### src/rtl/decode_pkg.sv
// Shared decode definitions: opcodes, ALU/memory encodings and the micro-op bundle.
// pc and imm are held at the widest XLEN; narrower builds use the low bits.
package decode_pkg;

    localparam int XLEN_MAX = 64;

    localparam logic [6:0] OP_R      = 7'b0110011;
    localparam logic [6:0] OP_IMM    = 7'b0010011;
    localparam logic [6:0] OP_LOAD   = 7'b0000011;
    localparam logic [6:0] OP_STORE  = 7'b0100011;
    localparam logic [6:0] OP_BRANCH = 7'b1100011;
    localparam logic [6:0] OP_JAL    = 7'b1101111;
    localparam logic [6:0] OP_JALR   = 7'b1100111;
    localparam logic [6:0] OP_LUI    = 7'b0110111;
    localparam logic [6:0] OP_AUIPC  = 7'b0010111;

    typedef enum logic [1:0] {
        ALU_ADD    = 2'b00,
        ALU_BRANCH = 2'b01,
        ALU_FUNCT  = 2'b10,
        ALU_PASS   = 2'b11
    } alu_op_e;

    localparam logic [1:0] MEM_BYTE = 2'b00;
    localparam logic [1:0] MEM_HALF = 2'b01;
    localparam logic [1:0] MEM_WORD = 2'b10;

    typedef struct packed {
        logic [XLEN_MAX-1:0] pc;
        logic [6:0]          opcode;
        logic [2:0]          funct3;
        logic [6:0]          funct7;
        logic [4:0]          rs1;
        logic [4:0]          rs2;
        logic [4:0]          rd;
        logic [XLEN_MAX-1:0] imm;
        logic                has_imm;
        logic                reg_write;
        logic                alu_src;
        logic                branch;
        logic                mem_read;
        logic                mem_write;
        logic                mem_to_reg;
        alu_op_e             alu_op;
        logic [1:0]          mem_size;
        logic                illegal;
    } uop_t;

endpackage

### src/rtl/uop_decoder.sv
// Combinational RV32I/RV64I decoder: raw instruction and PC to a micro-op.
// Immediates are sign-extended to the full bundle width.
module uop_decoder
    import decode_pkg::*;
#(
    parameter int XLEN = 32
) (
    input  logic [31:0]     instr,
    input  logic [XLEN-1:0] pc,
    output uop_t            uop
);

    logic [XLEN_MAX-1:0] imm_i, imm_s, imm_b, imm_j, imm_u;
    logic [2:0]          f3;
    logic                sz_bad;
    logic                ld_wide;
    logic                legal;

    assign f3      = instr[14:12];
    assign sz_bad  = (f3[1:0] == 2'b11);
    assign ld_wide = (XLEN == 64) && (f3 == 3'b011);

    assign imm_i = {{52{instr[31]}}, instr[31:20]};
    assign imm_s = {{52{instr[31]}}, instr[31:25], instr[11:7]};
    assign imm_b = {{51{instr[31]}}, instr[31], instr[7],
                    instr[30:25], instr[11:8], 1'b0};
    assign imm_j = {{43{instr[31]}}, instr[31], instr[19:12],
                    instr[20], instr[30:21], 1'b0};
    assign imm_u = {{32{instr[31]}}, instr[31:12], 12'b0};

    // Per-opcode field selection, control generation and legality
    always_comb begin
        uop        = '0;
        legal      = (instr[1:0] == 2'b11);
        uop.pc     = XLEN_MAX'(pc);
        uop.opcode = instr[6:0];
        uop.funct3 = f3;
        uop.funct7 = instr[31:25];
        uop.rs1    = instr[19:15];
        uop.rs2    = instr[24:20];
        uop.rd     = instr[11:7];
        unique case (1'b1)
            instr[6:0] == OP_R: begin
                uop.reg_write = 1'b1;
                uop.alu_op    = ALU_FUNCT;
            end
            instr[6:0] == OP_IMM: begin
                uop.has_imm   = 1'b1;
                uop.reg_write = 1'b1;
                uop.alu_src   = 1'b1;
                uop.alu_op    = ALU_FUNCT;
                uop.rs2       = '0;
                uop.imm       = imm_i;
            end
            instr[6:0] == OP_LOAD: begin
                uop.has_imm    = 1'b1;
                uop.reg_write  = 1'b1;
                uop.alu_src    = 1'b1;
                uop.mem_read   = 1'b1;
                uop.mem_to_reg = 1'b1;
                uop.alu_op     = ALU_ADD;
                uop.rs2        = '0;
                uop.imm        = imm_i;
                uop.mem_size   = f3[1:0];
                if (sz_bad && !ld_wide) legal = 1'b0;
            end
            instr[6:0] == OP_STORE: begin
                uop.has_imm   = 1'b1;
                uop.alu_src   = 1'b1;
                uop.mem_write = 1'b1;
                uop.alu_op    = ALU_ADD;
                uop.rd        = '0;
                uop.imm       = imm_s;
                uop.mem_size  = f3[1:0];
                if (sz_bad) legal = 1'b0;
            end
            instr[6:0] == OP_BRANCH: begin
                uop.has_imm = 1'b1;
                uop.branch  = 1'b1;
                uop.alu_op  = ALU_BRANCH;
                uop.rd      = '0;
                uop.imm     = imm_b;
            end
            instr[6:0] == OP_JAL: begin
                uop.has_imm   = 1'b1;
                uop.reg_write = 1'b1;
                uop.branch    = 1'b1;
                uop.alu_op    = ALU_ADD;
                uop.rs1       = '0;
                uop.rs2       = '0;
                uop.imm       = imm_j;
            end
            instr[6:0] == OP_JALR: begin
                uop.has_imm   = 1'b1;
                uop.reg_write = 1'b1;
                uop.alu_src   = 1'b1;
                uop.branch    = 1'b1;
                uop.alu_op    = ALU_ADD;
                uop.rs2       = '0;
                uop.imm       = imm_i;
            end
            instr[6:0] == OP_LUI: begin
                uop.has_imm   = 1'b1;
                uop.reg_write = 1'b1;
                uop.alu_src   = 1'b1;
                uop.alu_op    = ALU_PASS;
                uop.rs1       = '0;
                uop.rs2       = '0;
                uop.imm       = imm_u;
            end
            instr[6:0] == OP_AUIPC: begin
                uop.has_imm   = 1'b1;
                uop.reg_write = 1'b1;
                uop.alu_src   = 1'b1;
                uop.alu_op    = ALU_ADD;
                uop.rs1       = '0;
                uop.rs2       = '0;
                uop.imm       = imm_u;
            end
            default: legal = 1'b0;
        endcase
        if (!legal) begin
            uop.illegal    = 1'b1;
            uop.rd         = '0;
            uop.imm        = '0;
            uop.has_imm    = 1'b0;
            uop.reg_write  = 1'b0;
            uop.alu_src    = 1'b0;
            uop.branch     = 1'b0;
            uop.mem_read   = 1'b0;
            uop.mem_write  = 1'b0;
            uop.mem_to_reg = 1'b0;
            uop.alu_op     = ALU_ADD;
            uop.mem_size   = MEM_BYTE;
        end
    end

endmodule

### src/rtl/decode_queue.sv
// Buffered decode stage: DEPTH-entry instruction FIFO feeding a registered micro-op.
// Optional DECODE_QUEUE_BYPASS_EN decodes straight into the output when the FIFO is empty.
module decode_queue
    import decode_pkg::*;
#(
    parameter int XLEN  = 32,
    parameter int DEPTH = 4,
    parameter int CNT_W = $clog2(DEPTH + 1)
) (
    input  logic             clk,
    input  logic             rst,
    input  logic             in_valid,
    output logic             in_ready,
    input  logic [31:0]      in_instr,
    input  logic [XLEN-1:0]  in_pc,
    input  logic             flush,
    output logic             out_valid,
    input  logic             out_ready,
    output logic [XLEN-1:0]  out_pc,
    output logic [6:0]       out_opcode,
    output logic [2:0]       out_funct3,
    output logic [6:0]       out_funct7,
    output logic [4:0]       out_rs1,
    output logic [4:0]       out_rs2,
    output logic [4:0]       out_rd,
    output logic [XLEN-1:0]  out_imm,
    output logic             out_has_imm,
    output logic             out_reg_write,
    output logic             out_alu_src,
    output logic             out_branch,
    output logic             out_mem_read,
    output logic             out_mem_write,
    output logic             out_mem_to_reg,
    output logic [1:0]       out_alu_op,
    output logic [1:0]       out_mem_size,
    output logic             out_illegal,
    output logic [CNT_W-1:0] count
);

    localparam int PTR_W = $clog2(DEPTH);

    logic [31:0]      instr_mem [DEPTH];
    logic [XLEN-1:0]  pc_mem    [DEPTH];
    logic [PTR_W-1:0] wr_ptr, rd_ptr;
    logic             full, empty;
    logic             push, load, pop, bypass, fifo_push;
    logic [31:0]      dec_instr;
    logic [XLEN-1:0]  dec_pc;
    uop_t             dec_uop, uop_q;
    logic [2*XLEN_MAX-1:0] uop_unused;

    assign full     = (count == CNT_W'(DEPTH));
    assign empty    = (count == '0);
    assign in_ready = !full && !flush;
    assign push     = in_valid && in_ready;
    assign load     = (!out_valid || out_ready) && !flush;
    assign pop      = load && !empty;

`ifdef DECODE_QUEUE_BYPASS_EN
    assign bypass = load && empty && push;
`else
    assign bypass = 1'b0;
`endif

    assign fifo_push = push && !bypass;
    assign dec_instr = bypass ? in_instr : instr_mem[rd_ptr];
    assign dec_pc    = bypass ? in_pc : pc_mem[rd_ptr];

    uop_decoder #(.XLEN(XLEN)) u_dec (
        .instr (dec_instr),
        .pc    (dec_pc),
        .uop   (dec_uop)
    );

    // FIFO storage; contents are only meaningful below count
    always_ff @(posedge clk) begin
        if (fifo_push) begin
            instr_mem[wr_ptr] <= in_instr;
            pc_mem[wr_ptr]    <= in_pc;
        end
    end

    // Pointers and occupancy; flush empties the queue
    always_ff @(posedge clk or posedge rst) begin
        if (rst) begin
            wr_ptr <= '0;
            rd_ptr <= '0;
            count  <= '0;
        end else if (flush) begin
            wr_ptr <= '0;
            rd_ptr <= '0;
            count  <= '0;
        end else begin
            if (fifo_push) wr_ptr <= wr_ptr + PTR_W'(1);
            if (pop)       rd_ptr <= rd_ptr + PTR_W'(1);
            count <= count + CNT_W'(fifo_push) - CNT_W'(pop);
        end
    end

    // Output stage: load a new micro-op, drain when consumed, hold otherwise
    always_ff @(posedge clk or posedge rst) begin
        if (rst) begin
            uop_q     <= '0;
            out_valid <= 1'b0;
        end else if (flush) begin
            out_valid <= 1'b0;
        end else if (pop || bypass) begin
            uop_q     <= dec_uop;
            out_valid <= 1'b1;
        end else if (load) begin
            out_valid <= 1'b0;
        end
    end

    assign uop_unused     = {uop_q.pc, uop_q.imm};
    assign out_pc         = uop_q.pc[XLEN-1:0];
    assign out_opcode     = uop_q.opcode;
    assign out_funct3     = uop_q.funct3;
    assign out_funct7     = uop_q.funct7;
    assign out_rs1        = uop_q.rs1;
    assign out_rs2        = uop_q.rs2;
    assign out_rd         = uop_q.rd;
    assign out_imm        = uop_q.imm[XLEN-1:0];
    assign out_has_imm    = uop_q.has_imm;
    assign out_reg_write  = uop_q.reg_write;
    assign out_alu_src    = uop_q.alu_src;
    assign out_branch     = uop_q.branch;
    assign out_mem_read   = uop_q.mem_read;
    assign out_mem_write  = uop_q.mem_write;
    assign out_mem_to_reg = uop_q.mem_to_reg;
    assign out_alu_op     = uop_q.alu_op;
    assign out_mem_size   = uop_q.mem_size;
    assign out_illegal    = uop_q.illegal;

endmodule

### config.mk
export PLATFORM = sky130hd
export DESIGN_NAME = decode_queue
export DESIGN_NICKNAME = d
export VERILOG_FILES = /design/src/rtl/decode_pkg.sv /design/src/rtl/uop_decoder.sv /design/src/rtl/decode_queue.sv
export SDC_FILE = /design/constraint.sdc
export NUM_CORES = 1
export LEC_CHECK = 0
export BUFFER_PORTS_ARGS = -buffer_cell sky130_fd_sc_hd__buf_2
export CAP_MARGIN = 20
export CORE_MARGIN = 2
export CORE_UTILIZATION = 57
export CTS_CLUSTER_SIZE = 10
export DETAILED_ROUTE_END_ITERATION = 8
export GPL_TIMING_DRIVEN = 0
export PLACE_DENSITY = 0.78
export SLEW_MARGIN = 0
export SYNTH_ARGS = -nofsm -noshare
export SYNTH_HDL_FRONTEND = slang
export SYNTH_HIERARCHICAL = 1
export SYNTH_SLANG_ARGS = --single-unit
### constraint.sdc
create_clock -name clk -period 6.1 [get_ports clk]
set_input_delay 0 -clock clk [delete_from_list [all_inputs] [get_ports clk]]
set_output_delay 0 -clock clk [all_outputs]
set_load 0.01 [all_outputs]
==> results.md, run 1 <==
* Final HPWL DP at 19950 µm
* Drt total wl at 31110 µm
* # IOs at 182
* Drt pass-1 iters at 5
* Max_slew headroom at 53.27%
* Critical Path RT at 6.51 ns
* PostCTS Resize Cnt at 0
* Reg-to-reg startpoint: rd_ptr[1]$_DFFE_PP0P_
* Layout Cells excl Fill at 1488
* Die H at 169.7 µm
* Fmax at 0.2943 GHz
* R2R Setup Slk at 2.70 ns
* Num CTS Buffers at 43
* Crit end category: flip-flop
* Final setup viols at 0
* CTS root buffer: clkbuf_16
* Die Area at 28800 µm²
* Final nets at 1189
* Pin count of the biggest net entering global routing at 78
* Drt wl/cell at 20.91 µm
* WP data arrival at 3.81 ns
* Detail Route Antenna Nets at 0
* Via count at 8213
* Total track usage at 22.22%
* Die width at 169.7 µm
* Final Max Slew Viols at 0
* Worst-path clk slew at 0.06 ns
* Syn nets at 890
* Crit Path Class: reg2reg
* Clk buf depth at 3
* FF-to-FF End: out_imm[3]$_DFFE_PP0P_
* Routability-driven placement congestion ratio at 0.8811
* GRT overflow at 0
* Final Hold Violating Endpoints at 0
* Clk_skew at 0.01037 ns
* Post-layout utilization of the core at 70.85%
* Vias in the first global route at 8659
* Synthesis Warnings at 6
* Max IR drop VDD at 0.0003644 V
* DRC violations left at 0
* Initial Util at 58.08%
* DRT iter0 DRCs at 450
* Share of post-route cells with drive strength above 1 at 45.98%
* Core Box Area at 26950 µm²
* Hold Path Class: in2async
* Leakage at 7.435 nW
* R2R cell count at 10
* Critical Path Source Type: flip-flop
* Cell count after placement at 1342
* Pre-CTS setup slack at 2.659 ns
* Setup TNS at 0 ns
* Synthesized area per cell at 19.21 µm²
* Max_cap viols at 0
* Area growth, synth to finish at 21.99%
* Status: complete, no violations
* RSZ-0062 raised after global routing: false
* Max FO, Critical Path at 10
* Largest regs: instr_mem: 128 flops, pc_mem: 128 flops
* PD cells at 434.7 nW/µm²
* Actual slew at the worst max-slew pin at 0.7009 ns
* Port Buffers at 181
* Worst setup margin at 2.702 ns
* CTS sink cnt at 372
* H-tree Lvls at 2
* Placement row count at 60
* Initial antenna violation count at 3
* CTS tree: yes
* Routed vias/inst at 5.519
* Synthesized cell area at 15650 µm²
* # fillers at 1709
* Syn Inst Count at 815
* Global-route wire length before repair at 48510 µm
* Minimum clock period at 3.398 ns
* Post-CTS Setup Bufs at 0
* Final period util at 55.71%
* Worst skew pair latency at 0.52 ns
-- critical path, cell delays in order (launching register included) --
cell and delay (ns):
dfrtp_1 0.39, buf_2 0.30, buf_1 0.58, mux4_2 0.41
buf_2 0.19, nor2b_1 0.28, nor4_4 0.10, o21bai_2 0.30
buf_2 0.33, nor3_1 0.12, mux2_4 0.27
-- routing by layer --
metal,share of wire (%),vias up,global-route usage (%),wire length [µm]
li1,-,3731,-,-
met1,42,4165,28.58,13040
met2,51,254,38.58,15750
met3,4.9,63,4.244,1530
met4,2.5,0,6.949,788
met5,0,-,0,0
-- power breakdown --
part	internal, mW	switching (mW)	leakage, nW
clock	1.39	0.924	0.608
sequential	3.08	0.186	3.80
combinational	1.43	1.28	3.03
total	5.91	2.39	7.44
-- repair_timing --
action,in CTS,in global routing
endpoints found under the setup margin,0,0
hold endpoints to repair,378,0
hold buffers,68,0
-- worst max path at each step --
| stage | startpoint | end | slack (ns) | cells past startpoint |
|---|---|---|---|---|
| finish | rd_ptr[1]$_DFFE_PP0P_ | out_imm[3]$_DFFE_PP0P_ | 2.70 | 10 |
| floorplan | rst | count[0]$_DFF_PP0_ | 3.03 | 1 |
| global placement | rst | out_rs1[2]$_DFFE_PP0P_ | 1.30 | 2 |
| detailed placement | rd_ptr[1]$_DFFE_PP0P_ | out_imm[3]$_DFFE_PP0P_ | 2.66 | 10 |
| CTS | rd_ptr[1]$_DFFE_PP0P_ | out_imm[3]$_DFFE_PP0P_ | 2.67 | 10 |
| global route | rd_ptr[1]$_DFFE_PP0P_ | out_imm[4]$_DFFE_PP0P_ | 2.49 | 9 |
-- per-stage QoR --
stage                     power (mW)  cell area [µm²]  hold WS [ns]
after global routing           8.671            19090       0.09508
final                          8.300            19090       0.04873
after CTS                      8.367            19090       0.04681
after detailed placement       6.001            17140       0.05568
after global placement         5.941            16990        0.2122
after floorplan                5.260            15650       0.09887
-- final cells by class --
| type | count | area [µm²] | share of cell area [%] |
|---|---|---|---|
| Tap cell | 341 | 426.7 | 2.234 |
| Buffer | 95 | 775.7 | 4.063 |
| Multi-Input combinational cell | 338 | 4259 | 22.31 |
| Inverter | 10 | 42.54 | 0.2228 |
| Sequential cell | 372 | 10590 | 55.46 |
| Clock buffer | 75 | 1269 | 6.644 |
| Timing Repair Buffer | 254 | 1724 | 9.030 |
| Antenna cell | 3 | 7.507 | 0.03932 |
-- cells in the final DEF, fill, tap and decap left out, drive strengths merged, types with 5 or more instances in the layout --
master,instances
and2,12
mux2,110
a211oi,13
nand3,5
buf,278
inv,10
dlygate4sd3,68
nor4b,7
ha,5
nand2,14
nor2,12
nor3,16
nor2b,16
a21oi,18
dfrtp,116
clkbuf,78
mux4,64
edfxtp,256
(Power assumes the default switching activity.)
==> run 2: changes to the inputs <==
==> constraint.sdc (replaced) <==
create_clock -name clk -period 3.55 [get_ports clk]
set_input_delay 0 -clock clk [delete_from_list [all_inputs] [get_ports clk]]
set_output_delay 0 -clock clk [all_outputs]
set_load 0.01 [all_outputs]
==> run 2 against run 1 <==
Flip-flop and latch count unchanged. Clock-buffer cell count unchanged. Routed wire length about the same. Via count about the same. Critical path type unchanged. Largest power group unchanged.
==> results.md, run 2 (synthesis results as in run 1) <==
* Post-CTS Setup Bufs at 0
* Final nets at 1189
* Initial Util at 58.08%
* CTS tree: yes
* Layout Cells excl Fill at 1488
* GRT overflow at 0
* Via count at 8218
* Hold Path Class: in2async
* Leakage at 7.439 nW
* Port Buffers at 181
* Setup TNS at 0 ns
* DRC violations left at 0
* Worst-path clk slew at 0.06 ns
* RSZ-0062 raised after global routing: false
* Max IR drop VDD at 0.0006262 V
* Fmax at 0.3039 GHz
* Max FO, Critical Path at 10
* Largest regs: instr_mem: 128 flops, pc_mem: 128 flops
* Critical Path RT at 3.96 ns
* Final hold slack at 0.04872 ns
* Minimum clock period at 3.290 ns
* # IOs at 182
* Global-route wire length before repair at 48510 µm
* Num CTS Buffers at 43
* Status: complete, no violations
* Clk buf depth at 3
* Detail Route Antenna Nets at 0
* Area growth, synth to finish at 22.00%
* Commonest non-fill, non-tap cells in the layout: edfxtp_1 (256), buf_2 (200), dfrtp_1 (116)
* DRT iter0 DRCs at 451
* Worst skew pair latency at 0.53 ns
* Max_slew headroom at 53.89%
* Final setup viols at 0
* Clk_skew at 0.01084 ns
* Final Hold Violating Endpoints at 0
* Total track usage at 22.22%
* Pin count of the biggest net entering global routing at 78
* CTS root buffer: clkbuf_16
* Drt total wl at 31120 µm
* H-tree Lvls at 2
* Die H at 169.7 µm
* Max_cap viols at 0
* Drt pass-1 iters at 5
* Crit Path Class: reg2reg
* Leading cell type in the layout, fill and taps excluded: edfxtp_1
* Share of post-route cells with drive strength above 1 at 46.07%
* Initial antenna violation count at 3
* Placement row count at 60
* Final Max Slew Viols at 0
* CTS sink cnt at 372
* Die width at 169.7 µm
* Cell count after placement at 1342
* Routability-driven placement congestion ratio at 0.8811
* Total chip power at 14.26 mW
* Final period util at 92.69%
* Core Box Area at 26950 µm²
* Vias in the first global route at 8659
* Routed vias/inst at 5.523
* Drt wl/cell at 20.91 µm
* Die Area at 28800 µm²
* Critical Path Source Type: flip-flop
* PD cells at 746.8 nW/µm²
* WP data arrival at 3.70 ns
* Final HPWL DP at 19950 µm
* Actual slew at the worst max-slew pin at 0.6916 ns
* Crit end category: flip-flop
## run 2: cell count changes in the layout (fill, tap and decap cells not counted)
cell and change:
buf_1 -1, clkbuf_2 +1
## run 2: report_power, final
group	leakage, nW	internal, mW	total, mW	switching (mW)
combinational	3.03	2.46	4.66	2.20
sequential	3.80	5.30	5.62	0.320
clock	0.608	2.40	3.98	1.59
total	7.44	10.2	14.3	4.11
## run 2: final timing paths
path,startpoint,to,slack [ns],cells past startpoint
worst max-delay path,rd_ptr[1]$_DFFE_PP0P_,out_illegal$_DFFE_PP0P_,0.26,10
worst min-delay path,rst,count[1]$_DFF_PP0_,0.05,3
worst max register to register,rd_ptr[1]$_DFFE_PP0P_,out_illegal$_DFFE_PP0P_,0.26,10
worst min register to register,out_pc[17]$_DFFE_PP0P_,out_pc[17]$_DFFE_PP0P_,0.50,1
max in group asynchronous,rst,out_rs1[2]$_DFFE_PP0P_,2.74,4
min in group clk,in_pc[9],pc_mem[2][9]$_DFFE_PP_,0.23,2
## run 2: critical path, cell delays in order (launching register included)
cell and delay (ns):
dfrtp_1 0.39, buf_2 0.31, clkbuf_1 0.56, mux4_2 0.50, a21oi_2 0.20, o21ai_1 0.12
and2_1 0.17, buf_2 0.17, buf_4 0.20, a211o_1 0.29, mux2_4 0.25
## run 2: metal layers
layer	global-route usage, %	vias up	wire [µm]
met2	38.58	251	15760
met3	4.244	63	1508
li1	-	3730	-
met1	28.58	4174	13060
met4	6.949	0	788
met5	0	-	0
## run 2: metrics by stage
| stage | setup WS (ns) | area [µm²] | utilization (%) |
|---|---|---|---|
| floorplan | 0.4776 | 15650 | - |
| finish | 0.2596 | 19100 | 70.85 |
| global route | 0.1327 | 19090 | 70.84 |
| detailed placement | 0.1088 | 17140 | 63.59 |
| CTS | 0.1236 | 19090 | 70.82 |
| global placement | -1.250 | 16990 | 63.02 |
## run 2: repair_timing
action,in CTS,in global routing
setup endpoints to repair,0,3
hold buffers,68,0
endpoints found under the hold margin,378,0
resized for setup,0,1
## run 2: area by class of cell
cell class | count | area [µm²]
diodes | 3 | 7.507
plain buffers | 95 | 777.0
clock buffers | 75 | 1269
fillers | 1708 | 7855
inverters | 10 | 42.54
multi-input cells | 338 | 4259
flip-flops and latches | 372 | 10590
well taps | 341 | 426.7
repair buffers | 254 | 1724
